<file path="src/rtl/salu_branch_issue_arbiter_pkg.sv">
// Shared sizing for the SALU/branch issue arbiter.
// Optional macro SALU_BRANCH_ISSUE_PRIORITY_EN (branch-first arbitration) is consumed by the top.
package salu_branch_issue_arbiter_pkg;
    localparam int WF_PER_CU          = 40;
    localparam int WF_ID_LENGTH       = 6;
    localparam int LOCKOUT_CYCLES_DEF = 2;
    localparam int LOCK_CNT_W         = 2;
endpackage

</file>
<file path="src/rtl/salu_branch_issue_arbiter_if.sv">
// Issue-port bundle between the wavefront side (master) and the arbiter (slave).
interface salu_branch_issue_arbiter_if;
    import salu_branch_issue_arbiter_pkg::*;

    logic [WF_PER_CU-1:0]    ready_arry;
    logic [WF_PER_CU-1:0]    branch_arry;
    logic [WF_PER_CU-1:0]    pending_branches_arry;
    logic                    alu_ready;
    logic                    alu_valid;
    logic                    alu_branch;
    logic [WF_ID_LENGTH-1:0] alu_wfid;
    logic [WF_PER_CU-1:0]    issued_arry;

    modport master (
        output ready_arry, branch_arry, pending_branches_arry, alu_ready,
        input  alu_valid, alu_branch, alu_wfid, issued_arry
    );
    modport slave (
        input  ready_arry, branch_arry, pending_branches_arry, alu_ready,
        output alu_valid, alu_branch, alu_wfid, issued_arry
    );
endinterface

</file>
<file path="src/rtl/salu_branch_issue_arbiter_rr_find_first_40.sv">
// Combinational round-robin search: first set request after ptr, wrapping, ptr itself last.
module rr_find_first_40
    import salu_branch_issue_arbiter_pkg::*;
(
    input  logic [WF_PER_CU-1:0]    req,
    input  logic [WF_ID_LENGTH-1:0] ptr,
    output logic                    found,
    output logic [WF_ID_LENGTH-1:0] idx
);
    logic [WF_ID_LENGTH:0] cand;

    // Walk offsets from farthest to nearest so the nearest hit wins.
    always_comb begin
        found = 1'b0;
        idx   = '0;
        cand  = '0;
        for (int k = WF_PER_CU; k >= 1; k--) begin
            cand = {1'b0, ptr} + (WF_ID_LENGTH+1)'(k);
            if (cand >= (WF_ID_LENGTH+1)'(WF_PER_CU))
                cand = cand - (WF_ID_LENGTH+1)'(WF_PER_CU);
            if (req[cand[WF_ID_LENGTH-1:0]]) begin
                found = 1'b1;
                idx   = cand[WF_ID_LENGTH-1:0];
            end
        end
    end
endmodule

</file>
<file path="src/rtl/salu_branch_issue_arbiter.sv">
// Picks one wavefront per cycle for the SALU/branch port, masking pending branches and recent issues.
// Define SALU_BRANCH_ISSUE_PRIORITY_EN to prefer eligible branch slots over non-branch slots.
module salu_branch_issue_arbiter
    import salu_branch_issue_arbiter_pkg::*;
#(
    parameter int LOCKOUT_CYCLES = LOCKOUT_CYCLES_DEF
)(
    input  logic                       clk,
    input  logic                       rst,
    salu_branch_issue_arbiter_if.slave bus
);
    logic [WF_PER_CU-1:0][LOCK_CNT_W-1:0] lock_cnt_q, lock_cnt_d;
    logic [WF_ID_LENGTH-1:0] rr_ptr_q, rr_ptr_d;
    logic [WF_ID_LENGTH-1:0] alu_wfid_q, alu_wfid_d;
    logic                    alu_valid_q, alu_valid_d;
    logic                    alu_branch_q, alu_branch_d;
    logic [WF_PER_CU-1:0]    issued_q, issued_d;

    logic [WF_PER_CU-1:0]    elig;
    logic                    found;
    logic [WF_ID_LENGTH-1:0] winner;
    logic                    issue;

    always_comb begin
        elig = '0;
        for (int i = 0; i < WF_PER_CU; i++)
            elig[i] = bus.ready_arry[i] & ~bus.pending_branches_arry[i] & (lock_cnt_q[i] == '0);
    end

`ifdef SALU_BRANCH_ISSUE_PRIORITY_EN
    logic [WF_PER_CU-1:0]    br_req;
    logic                    found_all, found_br;
    logic [WF_ID_LENGTH-1:0] win_all, win_br;

    assign br_req = elig & bus.branch_arry;

    rr_find_first_40 u_find_all (.req(elig),   .ptr(rr_ptr_q), .found(found_all), .idx(win_all));
    rr_find_first_40 u_find_br  (.req(br_req), .ptr(rr_ptr_q), .found(found_br),  .idx(win_br));

    // Any eligible branch pre-empts plain SALU work; both levels share rr_ptr.
    assign found  = found_all;
    assign winner = found_br ? win_br : win_all;
`else
    rr_find_first_40 u_find_all (.req(elig), .ptr(rr_ptr_q), .found(found), .idx(winner));
`endif

    assign issue = bus.alu_ready & found;

    always_comb begin
        alu_valid_d  = issue;
        alu_branch_d = issue & bus.branch_arry[winner];
        alu_wfid_d   = issue ? winner : alu_wfid_q;
        rr_ptr_d     = issue ? winner : rr_ptr_q;
        issued_d     = '0;
        issued_d[winner] = issue;
        // Reload beats decrement; idle counters stay at zero.
        for (int i = 0; i < WF_PER_CU; i++) begin
            if (issue && (winner == WF_ID_LENGTH'(i)))
                lock_cnt_d[i] = LOCK_CNT_W'(LOCKOUT_CYCLES);
            else if (lock_cnt_q[i] != '0)
                lock_cnt_d[i] = lock_cnt_q[i] - 1'b1;
            else
                lock_cnt_d[i] = '0;
        end
    end

    always_ff @(posedge clk) begin
        if (!rst) begin
            lock_cnt_q   <= '0;
            rr_ptr_q     <= WF_ID_LENGTH'(WF_PER_CU-1);
            alu_wfid_q   <= '0;
            alu_valid_q  <= 1'b0;
            alu_branch_q <= 1'b0;
            issued_q     <= '0;
        end else begin
            lock_cnt_q   <= lock_cnt_d;
            rr_ptr_q     <= rr_ptr_d;
            alu_wfid_q   <= alu_wfid_d;
            alu_valid_q  <= alu_valid_d;
            alu_branch_q <= alu_branch_d;
            issued_q     <= issued_d;
        end
    end

    assign bus.alu_valid   = alu_valid_q;
    assign bus.alu_branch  = alu_branch_q;
    assign bus.alu_wfid    = alu_wfid_q;
    assign bus.issued_arry = issued_q;
endmodule

</file>
<file path="src/flat_wrapper.sv">
// flat-port wrapper written by rule: the top's interface ports become plain ports
module salu_branch_issue_arbiter_flat import salu_branch_issue_arbiter_pkg::*;
#(
    parameter int LOCKOUT_CYCLES = LOCKOUT_CYCLES_DEF
)
  (clk, rst, bus_ready_arry, bus_branch_arry, bus_pending_branches_arry, bus_alu_ready, bus_alu_valid, bus_alu_branch, bus_alu_wfid, bus_issued_arry);
  salu_branch_issue_arbiter_if bus_i ();
  input  logic clk;
  input  logic rst;
  input wire logic [$bits(bus_i.ready_arry)-1:0] bus_ready_arry;
  input wire logic [$bits(bus_i.branch_arry)-1:0] bus_branch_arry;
  input wire logic [$bits(bus_i.pending_branches_arry)-1:0] bus_pending_branches_arry;
  input wire logic [$bits(bus_i.alu_ready)-1:0] bus_alu_ready;
  output wire logic [$bits(bus_i.alu_valid)-1:0] bus_alu_valid;
  output wire logic [$bits(bus_i.alu_branch)-1:0] bus_alu_branch;
  output wire logic [$bits(bus_i.alu_wfid)-1:0] bus_alu_wfid;
  output wire logic [$bits(bus_i.issued_arry)-1:0] bus_issued_arry;
  assign bus_i.ready_arry = bus_ready_arry;
  assign bus_i.branch_arry = bus_branch_arry;
  assign bus_i.pending_branches_arry = bus_pending_branches_arry;
  assign bus_i.alu_ready = bus_alu_ready;
  assign bus_alu_valid = bus_i.alu_valid;
  assign bus_alu_branch = bus_i.alu_branch;
  assign bus_alu_wfid = bus_i.alu_wfid;
  assign bus_issued_arry = bus_i.issued_arry;
  salu_branch_issue_arbiter #(.LOCKOUT_CYCLES(LOCKOUT_CYCLES)) u_core (.clk(clk), .rst(rst), .bus(bus_i));
endmodule
</file>
<file path="config.mk">
export PLATFORM = sky130hd
export DESIGN_NAME = salu_branch_issue_arbiter_flat
export DESIGN_NICKNAME = d
export VERILOG_FILES = /design/src/rtl/salu_branch_issue_arbiter_pkg.sv /design/src/rtl/salu_branch_issue_arbiter_if.sv /design/src/rtl/salu_branch_issue_arbiter_rr_find_first_40.sv /design/src/rtl/salu_branch_issue_arbiter.sv /design/src/flat_wrapper.sv
export SDC_FILE = /design/constraint.sdc
export NUM_CORES = 1
export LEC_CHECK = 0
export BUFFER_PORTS_ARGS = -buffer_cell sky130_fd_sc_hd__buf_2
export CORE_UTILIZATION = 47
export CTS_CLUSTER_DIAMETER = 120
export DETAILED_ROUTE_END_ITERATION = 12
export PLACE_DENSITY = 0.65
export SETUP_SLACK_MARGIN = 0.5
export SYNTH_ARGS = -nofsm -noshare
export SYNTH_HDL_FRONTEND = slang
export SYNTH_SLANG_ARGS = --single-unit
</file>
<file path="constraint.sdc">
create_clock -name clk -period 7.5 [get_ports clk]
set_input_delay 1.5 -clock clk [delete_from_list [all_inputs] [get_ports clk]]
set_output_delay 1.5 -clock clk [all_outputs]
set_load 0.05 [all_outputs]
</file>
# Word-level counts from Yosys, hierarchy flattened
# Index checks and enable logic that the tools add are counted.
[totals] register_bits=134 inputBits=123 output_inout_bits=48 elab_cells=936
[classes] add_sub_neg=120 n_lt_le_gt_ge=82 n_eq_ne=39 n_mux=284 bitwise=164 reduce_logical=162
[op_table] op="2-to-1 mux 6 bit" count=80
[op_table] op="< comparator 6 x 7 -> 1 bit (second input constant)" count=41
[op_table] op=">= comparator 7 x 6 -> 1 bit (second input constant)" count=40
[op_table] op="binary-select mux 1 bit (select 6 bit)" count=41
[op_table] op="subtractor 6 bit (second input constant)" count=40
[op_table] op="2-to-1 mux 2 bit" count=80
[op_table] op="OR reduction 3 bit" count=40
[op_table] op="adder 6 x 5 -> 7 bit (second input constant)" count=16
[op_table] op="== test 6 x 5 -> 1 bit (second input constant)" count=16
[op_table] op="bitwise AND 1 bit" count=82
[op_table] op="2-to-1 mux 1 bit" count=82
[op_table] op="NOT 1 bit" count=81
[op_table] op="zero test 2 bit" count=40
[op_table] op="nonzero test 2 bit" count=40
[op_table] op="subtractor 2 x 1 -> 2 bit (second input constant)" count=40
[op_table] op="adder 6 x 6 -> 7 bit (second input constant)" count=9
[op_table] op="adder 6 x 4 -> 7 bit (second input constant)" count=8
[op_table] op="== test 6 x 4 -> 1 bit (second input constant)" count=8
[op_table] op="== test 6 bit (second input constant)" count=8
[op_table] op="logical AND 1 bit" count=41
[op_table] op="bitwise AND 40 bit" count=1
[op_table] op="adder 6 x 3 -> 7 bit (second input constant)" count=4
[op_table] op="== test 6 x 3 -> 1 bit (second input constant)" count=4
[op_table] op="adder 6 x 2 -> 7 bit (second input constant)" count=2
[op_table] op="other kinds (6)" count=7

# Depth between registers and ports, before layout
[logic_depth] word_depth=50 depth_mapped=33

# Modules after synthesis
# A second synthesis with hierarchy kept.
[unflattened] hier_cells=2408 area_unflattened_um2=19306.0
[modules_own_cells] mod="rr_find_first_40" n_inst=1 cells_per_inst=1906 area_per_inst_um2=14194.9 seq_area_each_um2=0.0
[modules_own_cells] mod="salu_branch_issue_arbiter" n_inst=1 cells_per_inst=502 area_per_inst_um2=5111.2 seq_area_each_um2=2642.5

# Worst setup path before layout
# No wires, ideal clock.
[synth_path] path_kind="reg-to-reg" start="register u_core.rr_ptr_q[1]" end="register u_core.alu_branch_q (netlist: u_core.bus.alu_branch)" setup_time_ps=123 t_arrival_ps=6405 required_ps=7377 path_slack_ps=972 stages_incl_launch_ff=28 period_less_slack_ps=6528 path_cell_list="dfxtp_1 > buf_2 > buf_4 > clkinv_1 > clkbuf_1 > ha_1 > a21oi_4 > xnor2_2 > buf_4 > clkinv_2 > buf_2 > ha_1 > or4bb_1 > o211a_1 > o21bai_1 > a221oi_1 > a2111oi_0 > nor3_2 > o22ai_1 > mux2_2 > o32ai_2 > nor2_2 > buf_6 > or2_4 > a2bb2oi_1 > mux2_2 > a31oi_1 > nor4b_2"
[synth_between] elab_chain_len=48 elab_cells_between_ends=324 cone_classes="add/sub: 80; order compare: 40; mux: 202; bitwise: 2"
[synth_lines] element="start, declared" line_no="salu_branch_issue_arbiter.sv:13" text="logic [WF_ID_LENGTH-1:0] rr_ptr_q, rr_ptr_d;"
[synth_lines] element="start signal, assigned" line_no="salu_branch_issue_arbiter.sv:70" text="rr_ptr_q <= WF_ID_LENGTH'(WF_PER_CU-1);"
[synth_lines] element="start signal, assigned" line_no="salu_branch_issue_arbiter.sv:77" text="rr_ptr_q <= rr_ptr_d;"
[synth_lines] element="adder 6 x 6 -> 7 bit" line_no="salu_branch_issue_arbiter_rr_find_first_40.sv:18" text="cand = {1'b0, ptr} + (WF_ID_LENGTH+1)'(k);"
[synth_lines] element="subtractor 6 bit or >= comparator 7 x 6 -> 1 bit (tied branches)" line_no="salu_branch_issue_arbiter_rr_find_first_40.sv:20, salu_branch_issue_arbiter_rr_find_first_40.sv:19"
[synth_lines] element="2-to-1 mux 6 bit" line_no="salu_branch_issue_arbiter_rr_find_first_40.sv:19" text="if (cand >= (WF_ID_LENGTH+1)'(WF_PER_CU))"
[synth_lines] element="binary-select mux 1 bit (select 6 bit)" line_no="salu_branch_issue_arbiter_rr_find_first_40.sv:21" text="if (req[cand[WF_ID_LENGTH-1:0]]) begin"
[synth_lines] element="2-to-1 mux 1 bit (not written as such)" line_no="salu_branch_issue_arbiter_rr_find_first_40.sv:21"
[synth_lines] element="2-to-1 mux 6 bit (40 in a row)" line_no="salu_branch_issue_arbiter_rr_find_first_40.sv:21"
[synth_lines] element="binary-select mux 1 bit (select 6 bit)" line_no="salu_branch_issue_arbiter.sv:51" text="alu_branch_d = issue & bus.branch_arry[winner];"
[synth_lines] element="2-to-1 mux 1 bit (not written as such)" line_no="salu_branch_issue_arbiter.sv:51"
[synth_lines] element="bitwise AND 1 bit *" line_no="salu_branch_issue_arbiter.sv:51"
[synth_lines] element="end signal, assigned" line_no="salu_branch_issue_arbiter.sv:80" text="alu_branch_q <= alu_branch_d;"
[synth_lines] element="end, declared" line_no="salu_branch_issue_arbiter.sv:16" text="logic alu_branch_q, alu_branch_d;"
# Mark *: on every way between the ends. The rest lies on a longest branch, timed or not. The select of a mux whose other input is x is not followed.
# A chain may end at the register's enable or synchronous reset.

==> impl_metrics.json <==
{
  "synthTopCellsByArea": "dfxtp_1, nor2_1, mux4_2, nand2_1, ha_1",
  "vias": 25100,
  "synthTopCellsByCount": "nor2_1, nand2_1, a21oi_1",
  "drt-total-wl_um": 112000,
  "htreeDepth": 4,
  "synth.most_common_cell": "nor2_1",
  "synth_edf_count": 0,
  "dr_wl_met2_um": 47000,
  "rsz0062_at_grt": "yes",
  "timing.rr.start": "u_core.bus.alu_wfid[3]",
  "clockBufferDepth": 2,
  "areaGrowthSynthToFinish_pct": 12.8,
  "cts.sinks": 132,
  "start_util_pct": 47.6,
  "syn_area_mm2": 0.0199,
  "setup_viol": 0,
  "layout-drive-gt1-share_pct": 22.6,
  "required_ns": 7.81,
  "ys_ff_latch": 132,
  "synth_nets": 2789,
  "clock-skew-final_ns": 0.00786,
  "gp_congestion": 1.17,
  "highest_layer": "met4",
  "whs_ns": 0.432,
  "setup_tns_ns": 0,
  "die_area_mm2": 0.0432,
  "ys_types": 141,
  "hp-class": "register to register",
  "clk-insertion-delay-late_ns": 0.43,
  "max_stage_delay_ns": 0.58,
  "met3_wirelength_um": 13400,
  "yosys.area.top_type": "dfxtp_1",
  "rows": 75,
  "hold_start": "u_core.lock_cnt_q[70]",
  "slowest_stage": "dfxtp_2",
  "grt_pass1_vias": 23200,
  "root_buffer": "clkbuf_16",
  "timing.final.crit_share_pct": 93.3,
  "synthDominantCellAreaShare_pct": 13.3,
  "hold_violations": 0,
  "layoutNonFillerInstCount": 3344,
  "synth_top_flop_cell": "dfxtp_1",
  "drt_first_pass_iters": 7,
  "crit_type": "register to register",
  "dp_hpwl_um": 89800,
  "critical_path_buf_inv_count": 3,
  "dp_cells": 3308,
  "worstMarginPinSlew_ns": 1.40,
  "postLayoutCoreUtil_pct": 53.6,
  "routedWlPerCell_um": 33.4,
  "coreArea_mm2": 0.0419,
  "drt_iter0_drc": 3948,
  "ys_seq_area_share_pct": 13.3,
  "critical_path_arrival_ns": 7.31,
  "status": "finished clean",
  "end_kind": "register",
  "path_cells": "buf_6 -> ha_1 -> a21o_1 -> xnor2_2 -> inv_1 -> ha_1 -> a21oi_1 -> or3_1 -> a22o_1 -> mux2i_1 -> o22ai_1 -> nor2_1 -> o221ai_1 -> o2111ai_1 -> a31oi_1 -> a2111oi_2 -> o311ai_2 -> buf_4 -> nand2_2 -> nor2_2 -> nand2_1 -> nor2_1 -> a31o_2",
  "yosys_warnings": 0,
  "drtAntennaViolNets": 0,
  "cts_made_buffers": 17,
  "relSlewSlack_pct": 5.95,
  "vias_per_cell": 7.51,
  "synthArstFlopShare_pct": 0,
  "globalRouteTotalUtil_pct": 49.6,
  "synth_area_per_cell_um2": 7.65,
  "grt_max_degree": 92,
  "syn_inst": 2603,
  "critPathMaxFanout": 41,
  "fmax_mhz": 143,
  "drv_slew": 0,
  "cp-start-kind": "register",
  "overflow": 0,
  "critPathTopFamily": "compound AO/OA/AOI/OAI gates",
  "critPathLaunch": "u_core.bus.alu_wfid[3]",
  "cap_viol_max_count": 0,
  "ctsHoldBuffers": 0,
  "io_pins": 171,
  "cts_tree": "yes",
  "antenna_found_initial": 2,
  "nNetsFinal": 2977,
  "clk_pin_slew_worst_paths_ns": 0.05,
  "port_buffers": 170,
  "grt_pass1_wl_um": 159000,
  "die_h_um": 208,
  "period_needed_ns": 7.00,
  "wl_met1_um": 40300,
  "drc": 0,
  "die_x_um": 208
}
## worst paths after layout
path / end / depth (start not counted) / slack, ns
setup reg to reg: u_core.lock_cnt_q[21] / 23 / 0.50
hold reg to reg: u_core.lock_cnt_q[70] / 1 / 0.43
hold / removal: u_core.lock_cnt_q[70] / 1 / 0.43
setup / recovery: u_core.lock_cnt_q[21] / 23 / 0.50
## registers in the layout (all words and copies together), names as in the netlist
signal	flops
u_core.bus.alu_branch	1
u_core.bus.alu_valid	1
u_core.bus.alu_wfid	6
u_core.bus.issued_arry	40
u_core.lock_cnt_q	80
u_core.rr_ptr_q	4
## cells in the final DEF, fill, tap and decap left out, types with 26 or more instances in the layout
| master | n |
|---|---|
| inv_1 | 52 |
| buf_4 | 165 |
| a21o_1 | 29 |
| nor3_1 | 72 |
| and2_1 | 50 |
| dfxtp_1 | 126 |
| nor2b_1 | 39 |
| nor4b_1 | 31 |
| ha_1 | 59 |
| nand3_1 | 79 |
| buf_2 | 170 |
| mux2i_1 | 74 |
| a211oi_1 | 34 |
| o21a_1 | 26 |
| o211ai_1 | 48 |
| xnor2_1 | 38 |
| nand2_1 | 216 |
| mux4_2 | 36 |
| nand2b_1 | 43 |
| o22ai_1 | 42 |
| a21oi_1 | 145 |
| or4b_1 | 26 |
| mux2_2 | 27 |
| a22oi_1 | 43 |
| nor2_1 | 234 |
| o21ai_0 | 114 |
## cell type report
cell class	count	area, µm²
fillers	4031	19400
multi-input cells	2232	16200
flip-flops and latches	132	2650
repair buffers	338	2140
well taps	539	674
clock buffers	21	450
inverters	70	268
clock inverters	11	103
diodes	1	2.50
## through the flow
stage               setup WS, ns  area [µm²]
floorplan                  0.972       19900
global placement           0.278       21800
detailed placement         0.233       21800
CTS                        0.540       22400
global route               0.469       22500
finish                     0.502       22500
## metal layers
layer | global-route usage (%) | vias up
met2 | 75.1 | 2109
met3 | 12.1 | 560
met5 | 0 | -
met4 | 40.0 | 0
li1 | - | 10500
met1 | 59.9 | 11900
## logic make-up (layout without fill, tap and decap cells)
family                   after synthesis  count (layout)  synth area share, %
other                                  0               1                    0
multiplexers                         142             142                 9.67
buffers and inverters                239             440                 6.09
flip-flops                           132             132                 13.3
AND/OR/NAND/NOR                     1043            1043                 28.8
AO/OA/AOI/OAI                        921             921                 34.7
XOR/XNOR                              63              63                 3.45
adder cells (fa/ha/maj)               63              63                 4.00
## repair_timing
action,in CTS,in global routing
buffers inserted,0,3
pin swaps,0,1
gates cloned,0,0
resized for setup,3,20
endpoints found under the setup margin,32,80
Power is left out: the tool's default activity adds up to more than one toggle a clock period on the data nets, which glitch-free logic cannot reach.
